`config.mk`:
```
export PLATFORM = sky130hd
export DESIGN_NAME = quad_encoder_rx_flat
export DESIGN_NICKNAME = d
export VERILOG_FILES = /design/src/rtl/quad_encoder_rx_if.sv /design/src/rtl/quad_encoder_rx.sv /design/src/flat_wrapper.sv
export SDC_FILE = /design/constraint.sdc
export NUM_CORES = 1
export LEC_CHECK = 0
export ABC_AREA = 1
export CAP_MARGIN = 20
export CORE_AREA = 8 8 119 121
export CTS_BUF_LIST = sky130_fd_sc_hd__clkbuf_4 sky130_fd_sc_hd__clkbuf_8
export CTS_CLUSTER_SIZE = 25
export DETAILED_ROUTE_END_ITERATION = 16
export DIE_AREA = 0 0 127 129
export GPL_TIMING_DRIVEN = 0
export HOLD_SLACK_MARGIN = 0.15
export PLACE_DENSITY_LB_ADDON = 0.08
export SETUP_SLACK_MARGIN = 0.02
export SLEW_MARGIN = 10
export SYNTH_ARGS = -nofsm -noshare
export SYNTH_HDL_FRONTEND = slang
export SYNTH_SLANG_ARGS = --single-unit
```
`constraint.sdc`:
```
create_clock -name clock -period 6.13 [get_ports clock]
set_input_delay 0.613 -clock clock [delete_from_list [all_inputs] [get_ports clock]]
set_output_delay 0.613 -clock clock [all_outputs]
set_load 0.01 [all_outputs]
```
`src/rtl/quad_encoder_rx_if.sv`:
```
// Encoder pin inputs and decoded position outputs of quad_encoder_rx.
// master: pin/control side driving enc_*, index_en, clear; slave: decoder.
interface quad_encoder_rx_if #(
  parameter int POS_W = 32
);
  logic             enc_a;
  logic             enc_b;
  logic             enc_i;
  logic             index_en;
  logic             clear;
  logic [POS_W-1:0] position;
  logic             direction;
  logic             step_pulse;
  logic             index_seen;
  logic             error;
  logic             ready;

  modport master (
    output enc_a, enc_b, enc_i, index_en, clear,
    input  position, direction, step_pulse,
    input  index_seen, error, ready
  );

  modport slave (
    input  enc_a, enc_b, enc_i, index_en, clear,
    output position, direction, step_pulse,
    output index_seen, error, ready
  );
endinterface

```
`src/rtl/quad_encoder_rx.sv`:
```
// Quadrature encoder receiver: sync, glitch filter, Gray decode to position.
// Ports: clock, reset (sync, high), bus (slave: pins in, position/strobes out).
module quad_encoder_rx #(
  parameter int POS_W      = 32,
  parameter int FILT_LEN   = 4,
  parameter int SAMPLE_DIV = 1
) (
  input  logic             clock,
  input  logic             reset,
  quad_encoder_rx_if.slave bus
);
  localparam int CW = $clog2(FILT_LEN) + 1;
  localparam int PW = $clog2(SAMPLE_DIV) + 1;
  localparam logic [CW-1:0] CMAX = CW'(FILT_LEN - 1);
  localparam logic [PW-1:0] PMAX = PW'(SAMPLE_DIV - 1);

  typedef enum logic [1:0] {
    INIT,
    SNAP,
    RUN
  } state_t;

  state_t        state;
  logic          init_cnt;
  logic [2:0]    sync1;
  logic [2:0]    sync2;
  logic [PW-1:0] pcnt;
  logic [2:0]    flt;
  logic [CW-1:0] fcnt [3];
  logic [1:0]    prev_ab;
  logic          prev_i;

  logic          tick;
  logic [1:0]    cur_ab;
  logic          fwd;
  logic          rev;
  logic          bad;
  logic          idx_rise;
  logic          idx_zero;

  // pin bit order everywhere: [0]=A, [1]=B, [2]=index
  assign tick     = (pcnt == PMAX);
  assign cur_ab   = {flt[0], flt[1]};
  assign bad      = ((prev_ab ^ cur_ab) == 2'b11);
  assign idx_rise = flt[2] & ~prev_i;
  assign idx_zero = idx_rise & bus.index_en;

  always_comb begin
    fwd = 1'b0;
    rev = 1'b0;
    unique case ({prev_ab, cur_ab})
      4'b0010, 4'b1011,
      4'b1101, 4'b0100: fwd = 1'b1;
      4'b0001, 4'b0111,
      4'b1110, 4'b1000: rev = 1'b1;
      default: ;
    endcase
  end

  always_ff @(posedge clock) begin
    if (reset) begin
      state          <= INIT;
      init_cnt       <= 1'b0;
      sync1          <= '0;
      sync2          <= '0;
      pcnt           <= '0;
      flt            <= '0;
      fcnt           <= '{default: '0};
      prev_ab        <= '0;
      prev_i         <= 1'b0;
      bus.position   <= '0;
      bus.direction  <= 1'b0;
      bus.step_pulse <= 1'b0;
      bus.index_seen <= 1'b0;
      bus.error      <= 1'b0;
      bus.ready      <= 1'b0;
    end else begin
      sync1          <= {bus.enc_i, bus.enc_b, bus.enc_a};
      sync2          <= sync1;
      pcnt           <= tick ? '0 : pcnt + 1'b1;
      bus.step_pulse <= 1'b0;
      bus.index_seen <= 1'b0;
      unique case (state)
        INIT: begin
          init_cnt <= 1'b1;
          if (init_cnt) state <= SNAP;
        end
        SNAP: begin
          // adopt current pin levels so reset-time state never counts
          flt       <= sync2;
          prev_ab   <= {sync2[0], sync2[1]};
          prev_i    <= sync2[2];
          fcnt      <= '{default: '0};
          bus.ready <= 1'b1;
          state     <= RUN;
        end
        RUN: begin
          prev_ab <= cur_ab;
          prev_i  <= flt[2];
          if (tick) begin
            for (int p = 0; p < 3; p++) begin
              if (sync2[p] == flt[p]) begin
                fcnt[p] <= '0;
              end else if (fcnt[p] == CMAX) begin
                flt[p]  <= sync2[p];
                fcnt[p] <= '0;
              end else begin
                fcnt[p] <= fcnt[p] + 1'b1;
              end
            end
          end
          if (!bus.clear) begin
            bus.index_seen <= idx_rise;
            if (fwd | rev) begin
              bus.step_pulse <= 1'b1;
              bus.direction  <= fwd;
            end
            // index zeroing overrides the count but not the strobe
            if (idx_zero)
              bus.position <= '0;
            else if (fwd)
              bus.position <= bus.position + 1'b1;
            else if (rev)
              bus.position <= bus.position - 1'b1;
            if (bad) bus.error <= 1'b1;
          end
        end
        default: state <= INIT;
      endcase
      if (bus.clear) begin
        bus.position  <= '0;
        bus.error     <= 1'b0;
        bus.direction <= 1'b0;
      end
    end
  end
endmodule
```
`src/flat_wrapper.sv`:
```
// flat-port wrapper written by rule: the top's interface ports become plain ports
module quad_encoder_rx_flat 
#(
  parameter int POS_W      = 32,
  parameter int FILT_LEN   = 4,
  parameter int SAMPLE_DIV = 1
)
  (clock, reset, bus_enc_a, bus_enc_b, bus_enc_i, bus_index_en, bus_clear, bus_position, bus_direction, bus_step_pulse, bus_index_seen, bus_error, bus_ready);
  quad_encoder_rx_if #(.POS_W(POS_W)) bus_i ();
  input  logic clock;
  input  logic reset;
  input wire logic [$bits(bus_i.enc_a)-1:0] bus_enc_a;
  input wire logic [$bits(bus_i.enc_b)-1:0] bus_enc_b;
  input wire logic [$bits(bus_i.enc_i)-1:0] bus_enc_i;
  input wire logic [$bits(bus_i.index_en)-1:0] bus_index_en;
  input wire logic [$bits(bus_i.clear)-1:0] bus_clear;
  output wire logic [$bits(bus_i.position)-1:0] bus_position;
  output wire logic [$bits(bus_i.direction)-1:0] bus_direction;
  output wire logic [$bits(bus_i.step_pulse)-1:0] bus_step_pulse;
  output wire logic [$bits(bus_i.index_seen)-1:0] bus_index_seen;
  output wire logic [$bits(bus_i.error)-1:0] bus_error;
  output wire logic [$bits(bus_i.ready)-1:0] bus_ready;
  assign bus_i.enc_a = bus_enc_a;
  assign bus_i.enc_b = bus_enc_b;
  assign bus_i.enc_i = bus_enc_i;
  assign bus_i.index_en = bus_index_en;
  assign bus_i.clear = bus_clear;
  assign bus_position = bus_i.position;
  assign bus_direction = bus_i.direction;
  assign bus_step_pulse = bus_i.step_pulse;
  assign bus_index_seen = bus_i.index_seen;
  assign bus_error = bus_i.error;
  assign bus_ready = bus_i.ready;
  quad_encoder_rx #(.POS_W(POS_W), .FILT_LEN(FILT_LEN), .SAMPLE_DIV(SAMPLE_DIV)) u_core (.clock(clock), .reset(reset), .bus(bus_i));
endmodule
```
### After elaboration in Yosys (flattened, before gate mapping)

Index checks and enable logic that the tools add are counted.

* output and inout port bits: 37
* bits in registers: 62

* reduce and logical (&&, ||, !) cells: 16
* equality and inequality tests: 25
* bitwise operators: 7
* add/subtract/negate cells: 6
* mux-type cells: 26

Operator list (number)
* 32-bit 2-to-1 mux: 3
* 32-bit by 1-bit adder with 32-bit output (second input constant): 1
* 32-bit by 1-bit subtractor with 32-bit output (second input constant): 1
* 3-bit 2-to-1 mux: 7
* 9-bit one-hot mux with 2 select lines: 1
* 4-bit equality test (second input constant): 4
* 4-bit AND reduction: 3
* 2-bit AND reduction: 5
* 3-bit by 1-bit adder with 3-bit output (second input constant): 3
* 3-bit by 2-bit equality test with 1-bit output (second input constant): 3
* 1-bit 2-to-1 mux: 9
* 9-bit 2-to-1 mux: 1
* 4-bit by 3-bit equality test with 1-bit output (second input constant): 2
* 2-bit by 1-bit != test with 1-bit output (second input constant): 4
* 2-bit != test (second input constant): 4
* 4-bit OR reduction: 2
* 2-bit one-hot mux with 3 select lines: 1
* 3-bit one-hot mux with 2 select lines: 1
* 2-bit equality test (second input constant): 2
* 4-bit by 1-bit equality test with 1-bit output (second input constant): 1
* 4-bit by 2-bit equality test with 1-bit output (second input constant): 1
* 2-bit one-hot mux with 2 select lines: 1
* 2-bit OR reduction: 2
* 1-bit equality test: 3
* 12 further kinds: 15

### Depth between registers and ports, before layout

Gate-level depths: netlist of run 1.

* depth after elaboration: 6
* gate-level depth with buffers: 15

### Worst setup path before layout of run 1

Ideal clock, no wire load.

* path type: register -> register
* start point: register u_core.flt[0]
* end point: register u_core.bus.position[13]
* slack: 3.360 ns
* arrival time: 2.652 ns
* required time: 6.012 ns
* stages on the path, launching flop included: 14
* cells stage by stage: dfxtp_1 buf_6 xnor2_4 nand2b_1 ha_1 nand2_1 inv_1 nand2_1 inv_1 a21oi_1 nand2_1 or2_2 nand3_1 a21oi_1

* word-level cells in the longest chain between the ends: 5
* elaborated cells on any way between the ends: 16

RTL lines
* start, declared: line quad_encoder_rx.sv:28 `logic [2:0] flt;`
* start signal, assigned: line quad_encoder_rx.sv:90 `flt <= sync2;`
* start signal, assigned by index: line quad_encoder_rx.sv:105 `flt[p] <= sync2[p];`
* 4-bit by 1-bit equality test with 1-bit output (tied with other cells): line quad_encoder_rx.sv:51 `unique case ({prev_ab, cur_ab})`
* 4-bit OR reduction: line quad_encoder_rx.sv:51
* 1-bit 2-to-1 mux: line quad_encoder_rx.sv:51
* 3-bit nonzero test (no line) or 32-bit 2-to-1 mux (tied branches)
* 2-bit AND reduction (no line) or 32-bit 2-to-1 mux (tied branches)
* end signal, assigned: line quad_encoder_rx.sv:122 `bus.position <= bus.position + 1'b1;`
* end signal, assigned: line quad_encoder_rx.sv:124 `bus.position <= bus.position - 1'b1;`
* end, declared: line quad_encoder_rx_if.sv:26 `output position, direction, step_pulse,`

Parallel ways exist; a longest one is shown, timed or not.
A chain may end at the register's enable or synchronous reset.

### Final worst setup path of run 1

* start point: register u_core.flt[0]
* end point: register u_core.bus.position[23]

Same word-level chain as after synthesis.

==> metrics.txt, run 1 <==
outcome complete, no violations; met1 usage 21.4%; placed inst area 5430 um^2; placed cells 992; Worst path depth 15; Num CTS Buffers 9; Adder-Cell Fraction of Synth Area 10.0%; fin crit share 51.9%; Max clock buf depth 2; most used cell, CP nand2_1; family with the most delay on the worst path simple AND/OR/NAND/NOR gates; Compound-Gate Fraction of Synth Area 13.6%; share of cells above drive strength 1 4.08%; Worst R2R End u_core.bus.position[23]$_SDFFE_PP0P_; Area growth, synth to finish 17.4%; syn_nets 845; #FFs+latches synth 62; core area 12,300 um^2; Post-Route Setup TNS 0 ps; Seq. cell area 1240 um^2; diode count 0; fmax 0.314 GHz; die width 127 um; Setup Viol. Count Final 0; io pins 44; GRT Util Overall 16.9%; worst path cell trace buf_6 -> xnor2_4 -> nand2b_2 -> ha_1 -> nand2_1 -> nor2_1 -> nand3_1 -> nand2_1 -> nand2_1 -> nand2_1 -> nand2_1 -> nand2_1 -> nand2_1 -> nand3_1 -> a21oi_1; Critical Path End u_core.bus.position[23]$_SDFFE_PP0P_; Root Buffer clkbuf_8; fillers 1,328; Worst Tran Pin Value 843 ps; Hold Path Class reg -> reg; Port-buffer cells 42; Placer Congestion 0.913; final hold violations 0; critical path type reg -> reg; Detail Route Antenna Nets 0; setup bufs post-CTS 0; R2R cell count 15; Leak Pwr 2.89 nW; initial antenna violation count 0; CTS H-tree lvls 3; xor/xnor share of the synthesized area 2.34%; total wire length 13,300 um; via count 4,921; RSZ-0062 raised after global routing no; Rel. slew slack 43.8%; r2r setup slk 2950 ps; cell count after synthesis 800; crit path DAT 3400 ps; post-CTS resize count 0; synth warn 0; max incr delay on CP 610 ps; Setup WS post-layout 2950 ps; iteration-0 DRC count of the detailed router 259; non-filler cells in the finished layout 1,008; main combinational cell family by area after synthesis simple AND/OR/NAND/NOR gates; post-synth cell types 39; routed len/inst 13.2 um; clock sink count 62; die height 129 um; vias per std cell 4.88; Worst Hold Depth 2; vias in the first global route 4,654; CP startpoint u_core.flt[0]$_SDFFE_PP0P_; Util after Layout 45.9%; Max Cap Violations 0; final net count 898; Synth Cell Area 4820 um^2; crit-path max FO 33; Power Dens Cells 619 nW/um^2; drt drc 0; GR Overflow Total 0; met3 usage 3.76%; cts-stage hold buffer count 0; R2R Path Start u_core.flt[0]$_SDFFE_PP0P_; Final Slew Violations 0; fin crit period 3180 ps; Startpoint Class register; clk slew on worst S/H paths 70 ps; Worst Path Buf+Inv 1; total die area 16,400 um^2; GR peak layer met2; post-route cell area 5660 um^2; met2 usage 26.9%; Post-Syn Area per Cell 6.02 um^2; pre-CTS WS 2940 ps; CTS tree yes; Worst VDD drop 209 uV; 1st-pass router iterations 5; first-pass GRT wire length 22,200 um; part of the Yosys area used for sequential elements 25.8%; Critical Path RT 6350 ps; slowest CP cell nand2b_2; multiplexer share of the synthesized area 0%; worst skew pair latency 360 ps; Row Count 41; Crit. End Element register; Post-DP HPWL 10,500 um; Setup Skew 5.21 ps; Simple-Gate Fraction of Synth Area 34.9%; area of the multi-input gates 2940 um^2; Initial Util 39.1%; largest net degree at the start of global routing 34
## layout by cell type (no fill, tap or decap), types with 3 or more instances in the layout
cell             synthesis  layout
a21oi_1                 78      78
and2_1                   3       3
buf_4                    4       4
buf_6                    3       3
clkbuf_1                 4       4
clkbuf_8                 0       9
clkdlybuf4s50_1          0      42
clkinv_4                 0       3
dfxtp_1                 62      62
ha_1                    37      37
inv_1                  144     144
nand2_1                261     261
nand3_1                 53      53
nand4_1                  8       8
nor2_1                  66      66
nor3_1                  11      11
o211ai_1                 5       5
o21a_1                   3       3
o21ai_0                 22      22
o21bai_1                 3       3
xnor2_1                  6       6
## report_power, final
part / internal [mW] / switching, mW / total (mW)
sequential: 0.461 / 0.0462 / 0.507
clock: 0.237 / 0.179 / 0.416
combinational: 0.821 / 1.75 / 2.57
total: 1.52 / 1.98 / 3.50
## metrics by stage
step / hold WS (ps) / total power, mW
finish: 404 / 3.50
global route: 423 / 3.92
CTS: 405 / 3.51
detailed placement: 394 / 3.08
global placement: 393 / 3.06
floorplan: 388 / 2.47
## logic make-up (layout without fill, tap and decap cells)
family | after synthesis | in the layout
compound gates | 119 | 119
xor+xnor | 9 | 9
other cells | 1 | 1
simple gates | 410 | 410
buf+inv | 161 | 219
flops | 62 | 62
fa+ha+maj | 38 | 38
## registers in the layout, summed over array words and instances, names as in the netlist
signal / cells
u_core.bus.error: 1
u_core.init_cnt: 1
u_core.prev_ab: 2
u_core.bus.direction: 1
u_core.pcnt: 1
u_core.bus.position: 32
u_core.flt: 3
u_core.sync1: 3
u_core.state: 2
u_core.fcnt: 9
u_core.prev_i: 1
u_core.bus.step_pulse: 1
u_core.bus.index_seen: 1
u_core.bus.ready: 1
u_core.sync2: 3
## cell usage after synthesis
| master | instances | area [um^2] |
|---|---|---|
| a21o_1 | 1 | 7.51 |
| a21oi_1 | 78 | 390 |
| a311oi_1 | 1 | 8.76 |
| and2_1 | 3 | 18.8 |
| buf_1 | 1 | 3.75 |
| buf_2 | 1 | 5.00 |
| buf_4 | 4 | 30.0 |
| buf_6 | 3 | 33.8 |
| clkbuf_1 | 4 | 15.0 |
| clkinv_1 | 1 | 3.75 |
| clkinv_2 | 1 | 5.00 |
| conb_1 | 1 | 3.75 |
| dfxtp_1 | 62 | 1240 |
| fa_1 | 1 | 20.0 |
| ha_1 | 37 | 463 |
| inv_1 | 144 | 541 |
| inv_2 | 2 | 7.51 |
| nand2_1 | 261 | 980 |
| nand2b_1 | 1 | 6.26 |
| nand3_1 | 53 | 265 |
| nand3_4 | 1 | 17.5 |
| nand3b_1 | 2 | 15.0 |
| nand4_1 | 8 | 50.1 |
| nor2_1 | 66 | 248 |
| nor3_1 | 11 | 55.1 |
| nor4_1 | 2 | 12.5 |
| o211a_1 | 2 | 20.0 |
| o211ai_1 | 5 | 37.5 |
| o21a_1 | 3 | 22.5 |
| o21ai_0 | 22 | 110 |
| o21ai_1 | 1 | 5.00 |
| o21ai_4 | 1 | 16.3 |
| o21bai_1 | 3 | 22.5 |
| o22ai_1 | 2 | 12.5 |
| or2_2 | 2 | 12.5 |
| xnor2_1 | 6 | 52.6 |
| xnor2_2 | 1 | 16.3 |
| xnor2_4 | 1 | 27.5 |
| xor2_2 | 1 | 16.3 |
## worst register-to-register path, cell delays in order (launching register included)
cell	delay [ps]
dfxtp_1	310
buf_6	130
xnor2_4	150
nand2b_2	610
ha_1	620
nand2_1	120
nor2_1	230
nand3_1	100
nand2_1	140
nand2_1	80
nand2_1	160
nand2_1	90
nand2_1	70
nand2_1	50
nand3_1	110
a21oi_1	70
## area by class of cell
cell class | count | area share (%)
Sequential cell | 62 | 21.9
Clock buffer | 10 | 2.32
Multi-Input combinational cell | 577 | 51.9
Clock inverter | 6 | 1.68
Inverter | 148 | 9.85
Buffer | 13 | 1.55
Timing Repair Buffer | 42 | 7.43
Tap cell | 150 | 3.32
## how the worst min path moves through the flow
stage,start,end
after floorplan,u_core.sync1[0]$_SDFF_PP0_,u_core.sync2[0]$_SDFF_PP0_
after global placement,u_core.sync1[1]$_SDFF_PP0_,u_core.sync2[1]$_SDFF_PP0_
after detailed placement,u_core.sync1[0]$_SDFF_PP0_,u_core.sync2[0]$_SDFF_PP0_
after CTS,u_core.sync1[0]$_SDFF_PP0_,u_core.sync2[0]$_SDFF_PP0_
after global routing,u_core.sync1[2]$_SDFF_PP0_,u_core.sync2[2]$_SDFF_PP0_
final,u_core.sync1[0]$_SDFF_PP0_,u_core.sync2[0]$_SDFF_PP0_
## metal layers
metal / part of all wire [%] / wire, um
met5: 0 / 0
met4: 3.1 / 417
met3: 5.0 / 667
met2: 43 / 5770
met1: 48 / 6420
Note: power is estimated with default switching activity, not from simulation.
==> run 2: changes to the inputs <==
==> constraint.sdc (replaced) <==
create_clock -name clock -period 2.98 [get_ports clock]
set_input_delay 0.298 -clock clock [delete_from_list [all_inputs] [get_ports clock]]
set_output_delay 0.298 -clock clock [all_outputs]
set_load 0.01 [all_outputs]
==> run 2 against run 1 <==
Cell area increased by 1.3%; wire length increased by 2.1%; via count increased by 1.0%; hold slack got worse by 51 ps; largest cell class unchanged; first-iteration DRC count increased by 1.5%; non-clock buffer count increased by 4; core utilization increased by 0.61 points; maximum frequency increased by 18%; register-to-register slack got worse by 2700 ps; critical path type unchanged; worst setup slack got worse by 2700 ps; flip-flop and latch count unchanged.
==> metrics.txt, run 2 (same netlist as run 1, synthesis figures left out) <==
Setup Skew 4.33 ps (-0.881 ps); die height 129 um (unchanged); worst path cell trace buf_4 -> xnor2_4 -> nand2b_4 -> buf_12 -> ha_1 -> nand2_1 -> nor2_1 -> inv_1 -> nor2_1 -> nand4_1 -> nand3_1 -> nand2_1 -> nand3_1 -> a21oi_1; GRT Util Overall 16.9% (unchanged); outcome complete, no violations; first-pass GRT wire length 22,200 um (unchanged); slowest CP cell ha_1; Area growth, synth to finish 18.9%; iteration-0 DRC count of the detailed router 263 (+1.5%); Setup Viol. Count Final 0 (unchanged); max incr delay on CP 350 ps (-260 ps); fin crit share 90.6% (+39 points); worst hold endpoint u_core.fcnt[1]$_SDFFE_PP0P_; Top reg by flops u_core.bus.position; most frequent cells in the layout nand2_1, inv_1, a21oi_1; share of cells above drive strength 1 4.75% (+0.67 points); final net count 903 (+0.56%); CTS H-tree lvls 3 (unchanged); final hold violations 0 (unchanged); GR Overflow Total 0 (unchanged); CTS tree yes; Placer Congestion 0.913 (unchanged); Max clock buf depth 2 (unchanged); fin crit period 2700 ps (-480 ps); io pins 44 (unchanged); R2R Path Start u_core.flt[1]$_SDFFE_PP0P_; Root Buffer clkbuf_8; vias in the first global route 4,654 (unchanged); core area 12,300 um^2 (unchanged); via count 4,970 (+1.0%); R2R cell count 14 (-1); Num CTS Buffers 9 (unchanged); worst skew pair latency 360 ps (about the same); largest net degree at the start of global routing 34 (unchanged); total die area 16,400 um^2 (unchanged); Row Count 41 (unchanged); routed len/inst 13.4 um (+1.6%); drt drc 0 (unchanged); Worst Hold Depth 2 (unchanged); clock sink count 62 (unchanged); Critical Path RT 3200 ps (-3150 ps); Worst R2R End u_core.bus.position[19]$_SDFFE_PP0P_; Hold Path Origin reset; Rel. slew slack 56.6% (+13 points); largest registers u_core.bus.position x32, u_core.fcnt x9; GR peak layer met2; critical path type reg -> reg; die width 127 um (unchanged); crit path DAT 2920 ps (-480 ps); Hold Path Class in -> reg; diode count 0 (unchanged); r2r setup slk 280 ps (-2670 ps); Post-DP HPWL 10,500 um (unchanged); Final Slew Violations 0 (unchanged); commonest non-fill, non-tap cell in the layout nand2_1; RSZ-0062 raised after global routing no; met3 usage 3.76% (unchanged); post-route cell area 5730 um^2 (+1.3%); cts-stage hold buffer count 0 (unchanged); 1st-pass router iterations 5 (unchanged); Post-Route Setup TNS 0 ps (unchanged); placed inst area 5430 um^2 (unchanged); Detail Route Antenna Nets 0 (unchanged); Initial Util 39.1% (unchanged); vias per std cell 4.91 (+0.50%); met2 usage 26.9% (unchanged); Crit. End Element register; initial antenna violation count 0 (unchanged); fmax 0.370 GHz (+18%); total wire length 13,600 um (+2.1%); flip-flop count of the largest register after layout 32 (unchanged); crit-path max FO 11 (-67%); Port-buffer cells 42 (unchanged); clk slew on worst S/H paths 70 ps (about the same); Worst Tran Pin Value 651 ps (-192 ps); Startpoint Class register; Max Cap Violations 0 (unchanged); met1 usage 21.4% (unchanged)
## run 2: per-layer routing
| layer | wire [um] | part of all wire [%] |
|---|---|---|
| met3 | 720 | 5.3 |
| met4 | 426 | 3.1 |
| met1 | 6600 | 49 |
| met5 | 0 | 0 |
| met2 | 5810 | 43 |
## run 2: worst max path at each step
stage	from	endpoint	slack, ps	cells after the start
floorplan	u_core.flt[0]$_SDFFE_PP0P_	u_core.bus.position[13]$_SDFFE_PP0P_	210	13
global placement	u_core.flt[1]$_SDFFE_PP0P_	u_core.bus.position[23]$_SDFFE_PP0P_	-710	15
detailed placement	u_core.flt[0]$_SDFFE_PP0P_	u_core.bus.position[23]$_SDFFE_PP0P_	-210	15
CTS	u_core.flt[1]$_SDFFE_PP0P_	u_core.bus.position[23]$_SDFFE_PP0P_	50	15
global route	u_core.flt[1]$_SDFFE_PP0P_	u_core.bus.position[19]$_SDFFE_PP0P_	60	14
finish	u_core.flt[1]$_SDFFE_PP0P_	u_core.bus.position[19]$_SDFFE_PP0P_	280	14
## run 2: metrics by stage
stage | hold slack, ps | std cells | worst slack, ps | util (%)
detailed placement | 394 | 992 | -215 | 44.1
floorplan | 388 | 800 | 210 | -
finish | 353 | 1013 | 279 | 46.5
global route | 414 | 1013 | 59.7 | 46.5
CTS | 347 | 1008 | 54.9 | 46.0
global placement | 393 | 992 | -711 | 44.1
## run 2: repair_timing
item / CTS / global route
pin swaps: 0 / 0
buffers inserted: 0 / 4
gates cloned: 0 / 1
resized for setup: 1 / 3
setup endpoints to repair: 19 / 15
## run 2: area by class of cell
type	instances	area, um^2
buffer	13	87.6
clock buffer	10	131
clock inverter	6	95.1
fill	1324	6580
inverter	148	557
multi-input combinational	578	2970
sequential	62	1240
tap	150	188
timing repair buffer	46	463
## run 2: critical path, delay by kind of cell, from the launching register on
kind	cells	cell delay (ps)
adders and majority gates	1	350
DFF	1	300
buffers and inverters	3	400
xor gates and xnor gates	1	270
AOI/OAI and AO/OA	1	80
and+or+nand+nor	8	1150
Power of run 2 is not shown: default switching activity piles up to over one toggle a cycle in this logic, so the estimate is an artifact.
==> run 3: changes to the inputs <==
==> constraint.sdc (replaced) <==
create_clock -name clock -period 2.2 [get_ports clock]
set_input_delay 0.22 -clock clock [delete_from_list [all_inputs] [get_ports clock]]
set_output_delay 0.22 -clock clock [all_outputs]
set_load 0.01 [all_outputs]
==> run 3 against run 2 <==
The run now ends with negative setup slack left; count of clock-buffer cells in the layout shrank 1; clock skew grew 2.2 ps; die area is the same; cell area grew 26%; cell count grew 3.8%; register-to-register slack lost 570 ps; first-iteration DRC count shrank 30%; non-clock buffer count grew 38; sequential share of layout area shrank 4.4 points; maximum frequency grew 8.4%; wire length grew 16%; global-route usage grew 2.0 points.
==> metrics.txt, run 3 (same netlist as run 1, synthesis figures left out) <==
Setup Skew 6.55 ps (+2.23 ps); pre-CTS WS -624 ps (-409 ps); Max Cap Violations 0 (unchanged); flip-flop count of the largest register after layout 32 (unchanged); R2R Path Start u_core.flt[0]$_SDFFE_PP0P_; commonest non-fill, non-tap cell in the layout nand2_1; fillers 1,134 (-14%); Row Count 41 (unchanged); max incr delay on CP 380 ps (+30 ps); family with the most delay on the worst path simple AND/OR/NAND/NOR gates; Critical Path RT 2460 ps (-740 ps); total die area 16,400 um^2 (unchanged); Final Slew Violations 0 (unchanged); critical path type reg -> reg; most frequent cells in the layout nand2_1, inv_1, nand2_2, dfxtp_1, a21oi_1; final hold violations 0 (unchanged); largest net degree at the start of global routing 14 (-59%); clock sink count 62 (unchanged); Crit. End Element register; Util after Layout 58.8% (+12 points); fin crit period 2490 ps (-209 ps); R2R cell count 14 (unchanged); diode count 0 (unchanged); io pins 44 (unchanged); core area 12,300 um^2 (unchanged); first-pass GRT wire length 24,700 um (+11%); Top reg by flops u_core.bus.position; slowest CP cell dfxtp_4; Post-Route Setup TNS -3010 ps (-3010 ps); Worst R2R End u_core.bus.position[13]$_SDFFE_PP0P_; largest registers u_core.bus.position x32, u_core.fcnt x9; CTS tree yes; via count 5,351 (+7.7%); r2r setup slk -290 ps (-570 ps); Setup Viol. Count Final 23 (+23); Port-buffer cells 42 (unchanged); outcome complete, but fails checks; fin crit share 113% (+23 points); GRT Util Overall 18.9% (+2.0 points); die width 127 um (unchanged); Root Buffer clkbuf_8; Detail Route Antenna Nets 0 (unchanged); die height 129 um (unchanged); 1st-pass router iterations 5 (unchanged); initial antenna violation count 0 (unchanged); share of cells above drive strength 1 33.9% (+29 points); Max clock buf depth 2 (unchanged); clk slew on worst S/H paths 80 ps (about the same); worst path cell trace xnor2_4 -> nand2b_4 -> buf_6 -> ha_4 -> nand2_4 -> inv_2 -> nand2_2 -> nand2_2 -> a21oi_2 -> nand2_4 -> buf_6 -> or2_4 -> nand3_2 -> a21oi_2; Worst Path Buf+Inv 3 (unchanged); Area growth, synth to finish 50.1%; Num CTS Buffers 9 (unchanged); Rel. slew slack 45.0% (-12 points); Hold Path Origin reset; routed len/inst 15.0 um (+12%); final net count 942 (+4.3%); Startpoint Class register; vias per std cell 5.09 (+3.7%); crit path DAT 2750 ps (-170 ps); Setup WS post-layout -292 ps (-571 ps); total wire length 15,700 um (+16%); RSZ-0062 raised after global routing yes; placed inst area 5450 um^2 (+0.46%); Initial Util 39.1% (unchanged); crit-path max FO 8 (-3); cts-stage hold buffer count 0 (unchanged); worst skew pair latency 370 ps (about the same); drt drc 0 (unchanged); Placer Congestion 0.902 (-1.3%); worst hold endpoint u_core.fcnt[1]$_SDFFE_PP0P_; GR Overflow Total 0 (unchanged); post-route cell area 7230 um^2 (+26%); fmax 0.401 GHz (+8.4%); failing checks negative setup slack; Worst Tran Pin Value 824 ps (+173 ps); iteration-0 DRC count of the detailed router 184 (-30%); Post-DP HPWL 10,700 um (+1.4%); vias in the first global route 5,133 (+10%); Worst Hold Depth 2 (unchanged); Hold Path Class in -> reg; CTS H-tree lvls 3 (unchanged)
run 3: cell types whose count changed in the layout (fill, tap and decap cells not counted), sizes merged:
cell      before  now
nand2b         2    3
clkinvlp       0    2
bufinv         2    0
clkbuf        14   13
inv          147  149
buf           13   51
clkinv         5    4
run 3: layer usage:
layer | vias to the layer above | global-route usage [%] | wire (um)
met3 | 26 | 3.68 | 659
met5 | - | 0 | 0
met4 | 0 | 8.47 | 383
met1 | 2498 | 22.9 | 7010
li1 | 2731 | - | -
met2 | 96 | 31.9 | 7690
run 3: area by class of cell:
type / instances / area, um^2 / share of cell area, %
sequential: 62 / 1250 / 17.3
multi-input combinational: 579 / 4170 / 57.6
clock buffer: 9 / 124 / 1.71
inverter: 148 / 564 / 7.80
clock inverter: 7 / 57.6 / 0.796
buffer: 11 / 68.8 / 0.951
tap: 150 / 188 / 2.59
timing repair buffer: 86 / 813 / 11.2
run 3: how the worst max path moves through the flow:
stage	from	to	slack, ps	cells after the start
global placement	u_core.flt[1]$_SDFFE_PP0P_	u_core.bus.position[23]$_SDFFE_PP0P_	-600	15
detailed placement	u_core.prev_ab[1]$_SDFFE_PP0P_	u_core.bus.position[23]$_SDFFE_PP0P_	-620	14
finish	u_core.flt[0]$_SDFFE_PP0P_	u_core.bus.position[13]$_SDFFE_PP0P_	-290	14
floorplan	u_core.flt[0]$_SDFFE_PP0P_	u_core.bus.position[13]$_SDFFE_PP0P_	-50	13
global route	u_core.flt[0]$_SDFFE_PP0P_	u_core.bus.position[13]$_SDFFE_PP0P_	-370	14
CTS	u_core.flt[1]$_SDFFE_PP0P_	u_core.bus.position[30]$_SDFFE_PP0P_	-180	16
run 3: through the flow:
stage / instances / hold WS [ps]
after floorplan: 800 / 327
after global placement: 992 / 394
after detailed placement: 992 / 396
after CTS: 1038 / 252
after global routing: 1052 / 314
final: 1052 / 276
run 3: repair_timing:
action,CTS,global route
buffers inserted,29,15
pin swaps,62,72
endpoints found under the setup margin,29,36
gates cloned,2,0
resized for setup,158,144
Power of run 3 is left out for the same reason.
